**config.mk**
```make
export PLATFORM = sky130hd
export DESIGN_NAME = fifo_wr_arbiter_flat
export DESIGN_NICKNAME = d
export VERILOG_FILES = /design/src/rtl/fifo_wr_arbiter_pkg.sv /design/src/rtl/fifo_wr_arbiter_if.sv /design/src/rtl/fifo_wr_arbiter_rr_pick.sv /design/src/rtl/fifo_wr_arbiter.sv /design/src/flat_wrapper.sv
export SDC_FILE = /design/constraint.sdc
export NUM_CORES = 1
export LEC_CHECK = 0
export BUFFER_PORTS_ARGS = -buffer_cell sky130_fd_sc_hd__buf_2
export CORE_ASPECT_RATIO = 1.4
export CORE_MARGIN = 10
export CORE_UTILIZATION = 30
export DETAILED_ROUTE_END_ITERATION = 6
export PLACE_DENSITY = 0.68
export SLEW_MARGIN = 0
export SYNTH_ARGS = -nofsm -noshare
export SYNTH_HDL_FRONTEND = slang
export SYNTH_SLANG_ARGS = --single-unit
```
**constraint.sdc**
```tcl
create_clock -name clk -period 3.3 [get_ports clk]
set_input_delay 0 -clock clk [delete_from_list [all_inputs] [get_ports clk]]
set_output_delay 0 -clock clk [all_outputs]
set_load 0.01 [all_outputs]
```
**src/rtl/fifo_wr_arbiter_pkg.sv**
```systemverilog
// fifo_arb_pkg: shared state type and width/pointer helpers for the FIFO write arbiter
package fifo_arb_pkg;
  typedef enum logic {ARB_IDLE, ARB_LOCKED} arb_state_e;
  function automatic int id_width(input int n);
    return (n > 2) ? $clog2(n) : 1;
  endfunction
  // wraps at n, not at a power of two, so odd requester counts rotate correctly
  function automatic int wrap_inc(input int ptr, input int n);
    return (ptr + 1 >= n) ? 0 : ptr + 1;
  endfunction
endpackage

```
**src/rtl/fifo_wr_arbiter_if.sv**
```systemverilog
// fifo_wr_arbiter_if: requester beats in, tagged FIFO write port and lock status out
interface fifo_wr_arbiter_if #(parameter int N_REQ = 4, parameter int DATA_W = 32);
  import fifo_arb_pkg::*;
  localparam int ID_W = id_width(N_REQ);
  logic [N_REQ-1:0] req_valid;
  logic [N_REQ-1:0] req_last;
  logic [N_REQ*DATA_W-1:0] req_data;
  logic [N_REQ-1:0] req_ready;
  logic fifo_wfull;
  logic fifo_winc;
  logic [ID_W+DATA_W-1:0] fifo_wdata;
  logic locked;
  logic [ID_W-1:0] owner_id;
  modport master (output req_valid, req_last, req_data, fifo_wfull,
                  input req_ready, fifo_winc, fifo_wdata, locked, owner_id);
  modport slave (input req_valid, req_last, req_data, fifo_wfull,
                 output req_ready, fifo_winc, fifo_wdata, locked, owner_id);
endinterface

```
**src/rtl/fifo_wr_arbiter_rr_pick.sv**
```systemverilog
// rr_pick: first valid requester searching upward from prio_ptr with wrap at N_REQ
module rr_pick
  import fifo_arb_pkg::*;
#(
  parameter int N_REQ = 4,
  localparam int ID_W = id_width(N_REQ)
) (
  input  logic [N_REQ-1:0] valid,
  input  logic [ID_W-1:0]  prio_ptr,
  output logic             found,
  output logic [ID_W-1:0]  winner_id,
  output logic [N_REQ-1:0] winner_onehot
);
  int idx;
  always_comb begin
    found = 1'b0;
    winner_id = '0;
    idx = 0;
    for (int k = 0; k < N_REQ; k++) begin
      idx = (int'(prio_ptr) + k >= N_REQ) ? int'(prio_ptr) + k - N_REQ : int'(prio_ptr) + k;
      if (!found && valid[idx]) begin
        found = 1'b1;
        winner_id = ID_W'(idx);
      end
    end
    winner_onehot = found ? N_REQ'(1) << winner_id : '0;
  end
endmodule

```
**src/rtl/fifo_wr_arbiter.sv**
```systemverilog
// fifo_wr_arbiter: packet-atomic round-robin sharing of one FIFO write port, beats tagged with source id
module fifo_wr_arbiter
  import fifo_arb_pkg::*;
#(
  parameter int N_REQ = 4,
  parameter int DATA_W = 32
) (
  input logic clk,
  input logic rst,
  fifo_wr_arbiter_if.slave bus
);
  localparam int ID_W = id_width(N_REQ);
  arb_state_e state, state_n;
  logic [ID_W-1:0] prio_ptr, prio_n, owner, owner_n, win_id, pick_ptr;
  logic [N_REQ-1:0] grant, pick_valid;
  logic found, is_lk, win_last;
  assign is_lk = state == ARB_LOCKED;
  // while locked, searching from the owner over its own valid alone pins the grant to it
  assign pick_valid = is_lk ? bus.req_valid & (N_REQ'(1) << owner) : bus.req_valid;
  assign pick_ptr = is_lk ? owner : prio_ptr;
  rr_pick #(.N_REQ(N_REQ)) u_pick (
    .valid(pick_valid),
    .prio_ptr(pick_ptr),
    .found(found),
    .winner_id(win_id),
    .winner_onehot(grant)
  );
  assign bus.fifo_winc = found & ~bus.fifo_wfull & ~rst;
  assign bus.req_ready = bus.fifo_winc ? grant : '0;
  assign bus.fifo_wdata = bus.fifo_winc ? {win_id, bus.req_data[int'(win_id)*DATA_W +: DATA_W]} : '0;
  assign bus.locked = is_lk & ~rst;
  assign bus.owner_id = rst ? '0 : owner;
  assign win_last = bus.req_last[win_id];
  always_comb begin
    state_n = state;
    prio_n = prio_ptr;
    owner_n = owner;
    if (bus.fifo_winc) begin
      owner_n = win_id;
      state_n = win_last ? ARB_IDLE : ARB_LOCKED;
      prio_n = win_last ? ID_W'(wrap_inc(int'(win_id), N_REQ)) : prio_ptr;
    end
  end
  always_ff @(posedge clk or posedge rst) begin
    if (rst) begin
      state <= ARB_IDLE;
      prio_ptr <= '0;
      owner <= '0;
    end else begin
      state <= state_n;
      prio_ptr <= prio_n;
      owner <= owner_n;
    end
  end
endmodule

```
**src/flat_wrapper.sv**
```systemverilog
// flat-port wrapper written by rule: the top's interface ports become plain ports
module fifo_wr_arbiter_flat import fifo_arb_pkg::*;
#(
  parameter int N_REQ = 4,
  parameter int DATA_W = 32
)
  (clk, rst, bus_req_valid, bus_req_last, bus_req_data, bus_fifo_wfull, bus_req_ready, bus_fifo_winc, bus_fifo_wdata, bus_locked, bus_owner_id);
  fifo_wr_arbiter_if #(.N_REQ(N_REQ), .DATA_W(DATA_W)) bus_i ();
  input logic clk;
  input logic rst;
  input wire logic [$bits(bus_i.req_valid)-1:0] bus_req_valid;
  input wire logic [$bits(bus_i.req_last)-1:0] bus_req_last;
  input wire logic [$bits(bus_i.req_data)-1:0] bus_req_data;
  input wire logic [$bits(bus_i.fifo_wfull)-1:0] bus_fifo_wfull;
  output wire logic [$bits(bus_i.req_ready)-1:0] bus_req_ready;
  output wire logic [$bits(bus_i.fifo_winc)-1:0] bus_fifo_winc;
  output wire logic [$bits(bus_i.fifo_wdata)-1:0] bus_fifo_wdata;
  output wire logic [$bits(bus_i.locked)-1:0] bus_locked;
  output wire logic [$bits(bus_i.owner_id)-1:0] bus_owner_id;
  assign bus_i.req_valid = bus_req_valid;
  assign bus_i.req_last = bus_req_last;
  assign bus_i.req_data = bus_req_data;
  assign bus_i.fifo_wfull = bus_fifo_wfull;
  assign bus_req_ready = bus_i.req_ready;
  assign bus_fifo_winc = bus_i.fifo_winc;
  assign bus_fifo_wdata = bus_i.fifo_wdata;
  assign bus_locked = bus_i.locked;
  assign bus_owner_id = bus_i.owner_id;
  fifo_wr_arbiter #(.N_REQ(N_REQ), .DATA_W(DATA_W)) u_core (.clk(clk), .rst(rst), .bus(bus_i));
endmodule
```
After elaboration in Yosys (flattened, before gate mapping). Index checks and enable logic that the tools add are counted. Widths: inputs -> output; s select.

Add/sub/neg operators: 8. Order comparisons: 10. Shift operators: 3. Mux-type cells: 34. Bitwise gates (word level): 6. Reductions and logical operators: 7.

Operator list (count): $lt 32x4->1 const B (4); $mux 32 (4); $shiftx 128x8->32 (1); $ge 32x4->1 const B (3); $sub 32x4->32 const B (3); $mux 34 (1); $mux 1 (14); $mux 2 (7); $mux 4 (3); $bmux 1 s2 (5); $shl 1x2->4 const A (2); $add 2x1->3 const B (2); $add 2x2->3 const B (2); $and 4x4->4 (1); $sub 2x3->4 const B (1); $and 1x1->1 (3); $ge 2x3->1 const B (1); $ge 3x3->1 const B (1); $logic_and 1x1->1 (3); $logic_not 1->1 (3); $lt 2x3->1 const B (1); $not 1->1 (2); $reduce_and 2->1 (1).

Register bits after elaboration: 5. Output and inout bits: 42. Logic and storage cells: 71.

Longest topological paths before layout. Gate-level depths: netlist of run 1.

Depth after elaboration: 19. Depth in mapped cells: 11.

Hierarchy. From an unflattened synthesis of run 1, not the netlist that was laid out.

Cell total of the unflattened synthesis: 144. Area, all modules: 1541.5 um^2.

Modules (own cells, without submodules): fifo_wr_arbiter (times used 1, cells each 112, area each 1358.8 um^2, seq. area each 125.1 um^2); rr_pick (times used 1, cells each 32, area each 182.7 um^2, seq. area each 0.0 um^2).

Worst setup path after synthesis of run 1. Ideal clock, no wire load.

Kind: register to register. Start point: register u_core.owner[0]. End point: register u_core.prio_ptr[1]. Setup time: 0.128 ns. Data arrival time: 2.438 ns. Required time: 3.172 ns. Slack: 0.734 ns. Stages on the path, launching flop included: 11. Clock period less this slack: 2.566 ns. Cells stage by stage: dfrtp_1 mux2_2 o32a_1 o21bai_1 nand3_1 o21a_4 inv_2 buf_2 buf_2 ha_1 mux2_1.

Cells in the longest elaborated chain, start to end: 19. Elaborated cells on any way between the ends: 53.

RTL lines: from (decl) (line fifo_wr_arbiter.sv:14) `logic [ID_W-1:0] prio_ptr, prio_n, owner, owner_n, win_id, pick_ptr;`; from (signal assigned) (line fifo_wr_arbiter.sv:52) `owner <= owner_n;`; branches (longest 19 deep; another with $sub 32x4->32); to (signal assigned) (line fifo_wr_arbiter.sv:51) `prio_ptr <= prio_n;`; to (decl) (line fifo_wr_arbiter.sv:14).

Parallel ways; which one is timed is not known. The select of a mux whose other input is x is not followed. A chain may end at the register's enable or synchronous reset.

Final worst setup path of run 1.
Start point: register u_core.prio_ptr[0]. End point: output port bus_fifo_wdata[17].

Cells in the longest elaborated chain, start to end: 19. Elaborated cells on any way between the ends: 46.

RTL lines: $mux 2 (*) (line fifo_wr_arbiter.sv:20) `assign pick_ptr = is_lk ? owner : prio_ptr;`; branches (longest 17 deep; another with $sub 32x4->32); $mux 34 (*) (line fifo_wr_arbiter.sv:30) `assign bus.fifo_wdata = bus.fifo_winc ? {win_id, bus.req_data[int'(win_id)*DATA_W +: DATA_W]} : '0;`; to (decl) (line flat_wrapper.sv:17) `output wire logic [$bits(bus_i.fifo_wdata)-1:0] bus_fifo_wdata;`.

Every way passes the cells marked *. The select of a mux whose other input is x is not followed.

==> results.txt, run 1 <==
Status: complete, no violations
PortBufs: 180
I/O pins: 181
Slew at the pin with the worst max-slew slack: 0.530 ns
Clock skew: 0.00149 ns
Mapped Nets: 416
Drt drc: 0
EDFF count, synth: 0
Post-route non-filler standard cell count: 511
Ranking of synthesized cells by area: a311oi_1 (15%), nand2_1 (15%), a211oi_1 (14%)
TNS Setup: 0 ns
Crit-path max FO: 26
Hold violation total from the final report: 0
Fmax: 329 MHz
Routed Antenna Nets: 0
WL per Instance: 18.1 um
Die height: 112 um
Share of cells above drive strength 1: 46.9%
Crit. Startpoint: u_core.prio_ptr[0]
P_leak: 1.55 nW
Peak supply drop: 0.678 mV
Async SR Flop Fraction: 100%
Vias per cell: 5.49
Pin count of the biggest net entering global routing: 67
CP Capture Type: output port
Die area: 0.00959 sq mm
Grt ovf: 0
Routability Congestion: 0.944
Slew Limit Headroom: 64.3%
Tot GR Track Use: 17.6%
Critical path required time: 3.30 ns
#FFs+latches synth: 5
Main synth FF type: dfrtp_1
CTS tree: built
Mapped Cells: 276
Nets: 582
RSZ-0062 raised after global routing: false
Slew Viols, Final: 0
Diodes inserted: 0
Dpl cells: 506
Synth area leader: a311oi_1
Routed vias: 2807
# H-tree levels: 1
Synthesis Warnings: 0
Pwr dens: 823 mW/mm^2
Most frequent cell after synthesis: nand2_1
Avg Inst Size Synth: 6.56 sq um
Die Wd: 85.7 um
Max Root-Sink Buffers: 2
DRT iter0 DRCs: 159
Clock sinks: 5
Minimum clock period: 3.04 ns
Unique masters post-synth: 47
Synthesized area: 0.00181 sq mm
Startpoint types: flip-flop
Vias in the first global route: 2872
Most frequent cells after synthesis: nand2_1 (72), a211oi_1 (33), a311oi_1 (32), and3_1 (32), buf_2 (13)
HP Class: primary input to async pin
FF-to-FF path depth: 8
Capturing point of the worst reg2reg path: u_core.prio_ptr[1]
# fillers: 613
Worst skew pair latency: 0.22 ns
DP Wirelength: 7.46 mm
Core ar.: 0.00586 sq mm
Root buffer cell: clkbuf_8
Area Growth Syn to Fin: 55.2%
Post-synth top area share: 15.5%
First-pass GRT wire length: 14.4 mm
Starting Density: 30.9%
Initial antenna violation count: 0
Max Cap Viol: 0
Worst path arrival time: 3.04 ns
Final WL: 9.27 mm
DR pass1 iterations: 6
Final critical-path share of the clock period: 92.1%
Total CTS buffers: 3
Worst r2r src: u_core.prio_ptr[0]
Setup CP Type: flip-flop to output port
CP endpoint: bus_fifo_wdata[17]
Final setup viols: 0
Sequential area share after synthesis: 6.91%
R2R setup slack: 0.54 ns
Row cnt: 33
Post_cts resized: 0
Worst-path clk slew: 0.03 ns
-- through the flow --
stage	hold WS, ns	total power, mW	cell area [sq um]	util (%)	worst slack, ns
floorplan	-0.221	1.63	1810	-	0.734
global placement	-0.0545	2.18	2760	47.0	0.528
detailed placement	-0.0484	2.20	2760	47.0	0.537
CTS	0.276	2.32	2810	47.9	0.297
global route	0.301	2.54	2810	47.9	0.0460
finish	0.275	2.31	2810	47.9	0.262
-- cells in the final DEF (no fill, tap or decap), drive strengths merged, types with 3 or more instances in the layout --
master  instances
nand2          73
nor2b           5
and3           32
mux2            5
nor2           11
mux2i           4
nand3           3
clkbuf          4
a311oi         32
buf           190
dfrtp           5
o21ai           4
a211oi         33
inv             6
nor3            5
-- cells by family after synthesis --
family	count (synthesis)	synth area share, %
flops	5	6.91
mux	9	5.74
buf+inv	36	9.81
fa+ha+maj	1	0.691
compound gates	91	42.5
simple gates	134	34.3
-- worst max-delay path, cell delays in order (launching register included) --
cell and delay (ns):
dfrtp_1 0.60, mux2_4 0.27, mux2i_2 0.33, o21bai_1 0.19, nand3_1 0.12, o21a_4 0.25
inv_2 0.29, buf_12 0.22, a211oi_1 0.06, a311oi_1 0.29, buf_2 0.19
-- worst min path at each step --
stage | cells past startpoint | end | slack [ns]
2_1_floorplan | 1 | u_core.is_lk | -0.22
3_3_place_gp | 2 | u_core.owner[1] | -0.05
3_5_place_dp | 2 | u_core.owner[1] | -0.05
4_1_cts | 3 | u_core.owner[1] | 0.28
5_1_grt | 3 | u_core.owner[1] | 0.30
6_report | 3 | u_core.owner[1] | 0.28
-- power by group --
group          internal (mW)  switching, mW  leakage, nW
clock network         0.0827         0.0269       0.0228
registers             0.0892         0.0737       0.0612
logic                  0.805           1.23         1.46
total                  0.976           1.34         1.55
-- layout make-up --
class / instances / area [sq um] / share of cell area (%)
Inverter: 6 / 22.5 / 0.801
Clock buffer: 4 / 45.0 / 1.60
Timing Repair Buffer: 191 / 1010 / 36.0
Sequential cell: 5 / 125 / 4.45
Tap cell: 70 / 87.6 / 3.12
Multi-Input combinational cell: 235 / 1520 / 54.1
-- state kept, by name, summed over array words and instances, names as in the netlist --
name,count
u_core.owner,2
u_core.prio_ptr,2
u_core.is_lk,1
-- per-layer routing --
layer	track usage [%]	routed length [um]
met5	0	0
met4	3.30	115
met3	5.84	894
met2	32.2	4690
met1	18.9	3560
-- repair_timing --
action | in CTS | in global routing
endpoints found under the hold margin | 5 | 0
buffers inserted | 0 | 0
hold buffers | 1 | 0
No activity file was read; power rests on OpenSTA's default activity.
==> run 2, diff against run 1 <==
--- a/config.mk
+++ b/config.mk
@@ -6,8 +6,8 @@
 export NUM_CORES = 1
 export LEC_CHECK = 0
 export BUFFER_PORTS_ARGS = -buffer_cell sky130_fd_sc_hd__buf_2
-export CORE_ASPECT_RATIO = 1.4
-export CORE_MARGIN = 10
+export CORE_ASPECT_RATIO = 0.9
+export CORE_MARGIN = 5
 export CORE_UTILIZATION = 30
 export DETAILED_ROUTE_END_ITERATION = 6
 export PLACE_DENSITY = 0.68
==> constraint.sdc (replaced) <==
create_clock -name clk -period 3.6 [get_ports clk]
set_input_delay 0 -clock clk [delete_from_list [all_inputs] [get_ports clk]]
set_output_delay 0 -clock clk [all_outputs]
set_load 0.01 [all_outputs]
==> results.txt, run 2 (synthesis results as in run 1) <==
Status: complete, no violations
Slew at the pin with the worst max-slew slack: 0.647 ns
RSZ-0062 raised after global routing: false
Max Root-Sink Buffers: 2
Fmax: 303 MHz
Final worst slack: 0.294 ns
Setup Buffers After CTS: 0
Diodes inserted: 0
DR pass1 iterations: 4
Vias in the first global route: 2616
P_leak: 1.52 nW
Core ar.: 0.00576 sq mm
Final setup viols: 0
Critical path required time: 3.60 ns
Root buffer cell: clkbuf_8
Die height: 83.7 um
Die area: 0.00769 sq mm
Most frequent cells in the layout: buf_2 (180), nand2_1 (72), a211oi_1 (33), and3_1 (32), a311oi_1 (32)
Worst hold slack: 0.264 ns
Routability Congestion: 0.823
Nets: 578
Worst path arrival time: 3.31 ns
First-pass GRT wire length: 12.6 mm
Crit-path max FO: 38
Worst skew pair latency: 0.22 ns
Max Cap Viol: 0
Drt drc: 0
Clock skew: 0.00264 ns
I/O pins: 181
Final WL: 8.07 mm
Slew Viols, Final: 0
Initial antenna violation count: 0
DRT iter0 DRCs: 104
Starting Density: 31.4%
Post_cts resized: 0
Minimum clock period: 3.31 ns
Clock sinks: 5
Share of cells above drive strength 1: 46.5%
Final Core Density: 48.1%
Area Growth Syn to Fin: 52.9%
Worst-path clk slew: 0.04 ns
Commonest non-fill, non-tap cell in the layout: buf_2
DP Wirelength: 6.22 mm
Setup CP Type: flip-flop to output port
Startpoint types: flip-flop
TNS Setup: 0 ns
Vias per cell: 5.46
Pre-CTS WS: 0.575 ns
Peak supply drop: 0.287 mV
Routed vias: 2766
# H-tree levels: 1
Pin count of the biggest net entering global routing: 67
Final critical-path share of the clock period: 91.8%
Grt ovf: 0
Row cnt: 26
Die Wd: 91.9 um
CTS tree: built
Pwr dens: 737 mW/mm^2
Hold violation total from the final report: 0
WL per Instance: 15.9 um
HP Class: primary input to async pin
Tot GR Track Use: 19.4%
Routed Antenna Nets: 0
PortBufs: 180
Slew Limit Headroom: 56.9%
Total CTS buffers: 3
CP Capture Type: output port
Crit. Startpoint: u_core.is_lk
Worst r2r src: u_core.is_lk
run 2: cell count changes in the layout (fill, tap and decap cells not counted):
cell,delta
buf_12,-1
buf_4,-3
run 2: area by class of cell:
class	count	area, sq um
clock buffer	4	45.0
fill	613	2990
inverter	6	22.5
multi-input combinational	235	1520
sequential	5	125
tap	70	87.6
timing repair buffer	187	968
run 2: path summary, 6_finish.rpt:
check | cells past startpoint | end | slack, ns
setup / recovery | 10 | bus_fifo_wdata[27] | 0.29
hold / removal | 3 | u_core.prio_ptr[0] | 0.26
setup reg to reg | 8 | u_core.prio_ptr[1] | 0.65
hold reg to reg | 1 | u_core.owner[0] | 0.63
max in group asynchronous | 3 | u_core.prio_ptr[1] | 3.16
min in group clk | 4 | bus_fifo_wdata[31] | 0.35
run 2: repair_timing:
item,4_1_cts,5_1_grt
endpoints found under the hold margin,5,0
hold buffers,1,0
endpoints found under the setup margin,0,0
run 2: per-stage QoR:
step	cells	cell area, sq um	power, mW
after floorplan	276	1810	1.49
after global placement	502	2710	1.91
after detailed placement	502	2710	1.94
after CTS	507	2770	2.05
after global routing	507	2770	2.24
final	507	2770	2.04
run 2: where the power goes:
group / switching [mW] / internal (mW) / leakage (nW)
registers: 0.0779 / 0.0814 / 0.0612
clock network: 0.0289 / 0.0761 / 0.0228
logic: 1.09 / 0.681 / 1.44
run 2: metal layers:
| metal | routed length [um] | global-route usage (%) | share of wire [%] | vias up |
|---|---|---|---|---|
| li1 | - | - | - | 1388 |
| met1 | 3390 | 24.7 | 42 | 1263 |
| met2 | 4020 | 34.5 | 50 | 107 |
| met3 | 574 | 2.98 | 7.1 | 8 |
| met4 | 80 | 3.78 | 0.99 | 0 |
| met5 | 0 | 0 | 0 | - |
run 2: critical path: stages, from the launching register on:
cell,delay [ns]
dfrtp_1,0.57
mux2_4,0.37
mux2i_2,0.30
o21bai_1,0.19
nand3_1,0.12
o21a_4,0.25
inv_2,0.40
buf_12,0.27
a211oi_1,0.07
a311oi_1,0.34
buf_2,0.19
==> run 3, diff against run 2 <==
--- a/config.mk
+++ b/config.mk
@@ -5,12 +5,14 @@
 export SDC_FILE = /design/constraint.sdc
 export NUM_CORES = 1
 export LEC_CHECK = 0
+export ABC_AREA = 1
 export BUFFER_PORTS_ARGS = -buffer_cell sky130_fd_sc_hd__buf_2
 export CORE_ASPECT_RATIO = 0.9
 export CORE_MARGIN = 5
-export CORE_UTILIZATION = 30
+export CORE_UTILIZATION = 40
 export DETAILED_ROUTE_END_ITERATION = 6
-export PLACE_DENSITY = 0.68
+export PLACE_DENSITY = 0.86
+export REMOVE_ABC_BUFFERS = 1
 export SLEW_MARGIN = 0
 export SYNTH_ARGS = -nofsm -noshare
 export SYNTH_HDL_FRONTEND = slang
==> results.txt, run 3 <==
Placed Area: 0.00276 sq mm
Root buffer cell: clkbuf_8
Crit-path max FO: 67
Status: complete, no violations
Commonest non-fill, non-tap cell in the layout: nand2_1
CTS Hold Buffers Added: 1
Pwr dens: 1110 mW/mm^2
Worst skew pair latency: 0.22 ns
# H-tree levels: 1
Unique masters post-synth: 20
Peak supply drop: 0.789 mV
RSZ-0062 raised after global routing: false
Clock skew: 0.00196 ns
Avg Inst Size Synth: 4.40 sq um
Final setup viols: 0
EDFF count, synth: 0
Die Wd: 82.3 um
#FFs+latches synth: 5
Max Cap Viol: 0
Critical path required time: 3.60 ns
TNS Setup: 0 ns
Nets: 734
Total CTS buffers: 3
Tot GR Track Use: 23.7%
Slew at the pin with the worst max-slew slack: 0.638 ns
Hold violation total from the final report: 0
HP Class: primary input to flip-flop
Worst path slowest cell: buf_4
Setup Buffers After CTS: 0
Area Growth Syn to Fin: 49.7%
Starting Density: 41.9%
Critical path buffers and inverters: 4
Diodes inserted: 0
DP Wirelength: 6.21 mm
Crit-path max cell delay: 0.51 ns
CTS tree: built
Grt ovf: 0
Slew Viols, Final: 0
R2R setup slack: 1.01 ns
Core ar.: 0.00449 sq mm
Ranking of synthesized cells by area: nand2_1 (61%), a21oi_1 (9.1%), dfrtp_1 (6.7%)
PortBufs: 180
Most frequent cell after synthesis: nand2_1
Post-synth top area share: 61.1%
I/O pins: 181
Startpoint types: flip-flop
Sequential area share after synthesis: 6.66%
Max Root-Sink Buffers: 2
Final critical-path share of the clock period: 78.9%
Share of cells above drive strength 1: 32.9%
Minimum clock period: 2.84 ns
Worst path arrival time: 2.84 ns
Routed vias: 3119
Routability Congestion: 0.880
Post_cts resized: 0
WL per Instance: 12.0 um
Pin count of the biggest net entering global routing: 68
DRT iter0 DRCs: 180
DR pass1 iterations: 4
Clock sinks: 5
Vias per cell: 4.76
Power, Total: 3.12 mW
Synth area leader: nand2_1
Main synth FF type: dfrtp_1
Fin area: 0.00281 sq mm
CP Capture Type: output port
Most frequent cells after synthesis: nand2_1 (306), a21oi_1 (34), inv_1 (17)
Most common cell on crit path: nand2_1
Crit-path cells: inv_2, nand2_1, nand2_2, nand2_1, nand2_1, nand2_1, nand2_1, inv_1, nor2_1, o21ai_1, nand2_2, buf_4, nand2_1, nand2_1, nand2_1, a21oi_1, buf_2
Synthesis Warnings: 0
Largest delay share family, worst path: simple AND/OR/NAND/NOR gates
Worst hold slack: 0.122 ns
Row cnt: 23
Die area: 0.00617 sq mm
Drt drc: 0
Mapped Cells: 427
Fmax: 352 MHz
Routed Antenna Nets: 0
Async SR Flop Fraction: 100%
Slew Limit Headroom: 57.4%
Most frequent cells in the layout: nand2_1 (306), buf_2 (180), a21oi_1 (34), inv_1 (17), nor2_1 (10)
Setup CP Type: flip-flop to output port
Die height: 75.0 um
P_leak: 1.93 nW
Worst-path clk slew: 0.03 ns
Synthesized area: 0.00188 sq mm
Initial antenna violation count: 0
Final WL: 7.89 mm
Vias in the first global route: 2849
First-pass GRT wire length: 11.8 mm
-- run 3: power breakdown --
group	total, mW	internal [mW]	switching [mW]
sequential	0.110	0.0830	0.0272
combinational	2.91	0.942	1.97
clock	0.103	0.0760	0.0272
total	3.12	1.10	2.02
-- run 3: path summary, 6_finish.rpt --
check / cells after the start / from / to
hold / removal: 3 / bus_fifo_wfull / u_core.owner[1]
min in group asynchronous: 3 / rst / u_core.owner[1]
setup reg to reg: 17 / u_core.is_lk / u_core.is_lk
hold reg to reg: 2 / u_core.prio_ptr[1] / u_core.prio_ptr[1]
max in group asynchronous: 3 / rst / u_core.owner[0]
setup / recovery: 17 / u_core.is_lk / bus_fifo_wdata[19]
-- run 3: worst reg2reg max path, delay by kind of cell, from the launching register on --
kind            cells  cell delay (ns)
flops               1             0.43
compound gates      1             0.12
buf+inv             3             0.72
simple gates       13             1.26
-- run 3: kinds of logic after synthesis --
| group | synth area share (%) |
|---|---|
| AOI/OAI and AO/OA | 10.7 |
| adders and majority gates | 0.666 |
| buffers and inverters | 12.0 |
| DFF | 6.66 |
| and+or+nand+nor | 70.0 |
-- run 3: per-layer routing --
layer,global-route usage (%),wire (um)
met2,44.1,3870
met4,9.41,214
met1,26.7,3030
met3,3.71,779
met5,0,0
-- run 3: layout make-up --
cell class	count	area, sq um
clock buffer	4	45.0
multi-input combinational	378	1530
fill	457	1680
inverter	20	75.1
timing repair buffer	186	961
sequential	5	125
tap	62	77.6
-- run 3: through the flow --
| step | setup WS [ns] | util [%] | std cells |
|---|---|---|---|
| detailed placement | 1.03 | 61.4 | 650 |
| finish | 0.761 | 62.7 | 655 |
| CTS | 0.790 | 62.7 | 655 |
| floorplan | 0.509 | - | 403 |
| global route | 0.416 | 62.7 | 655 |
| global placement | 1.05 | 61.4 | 650 |
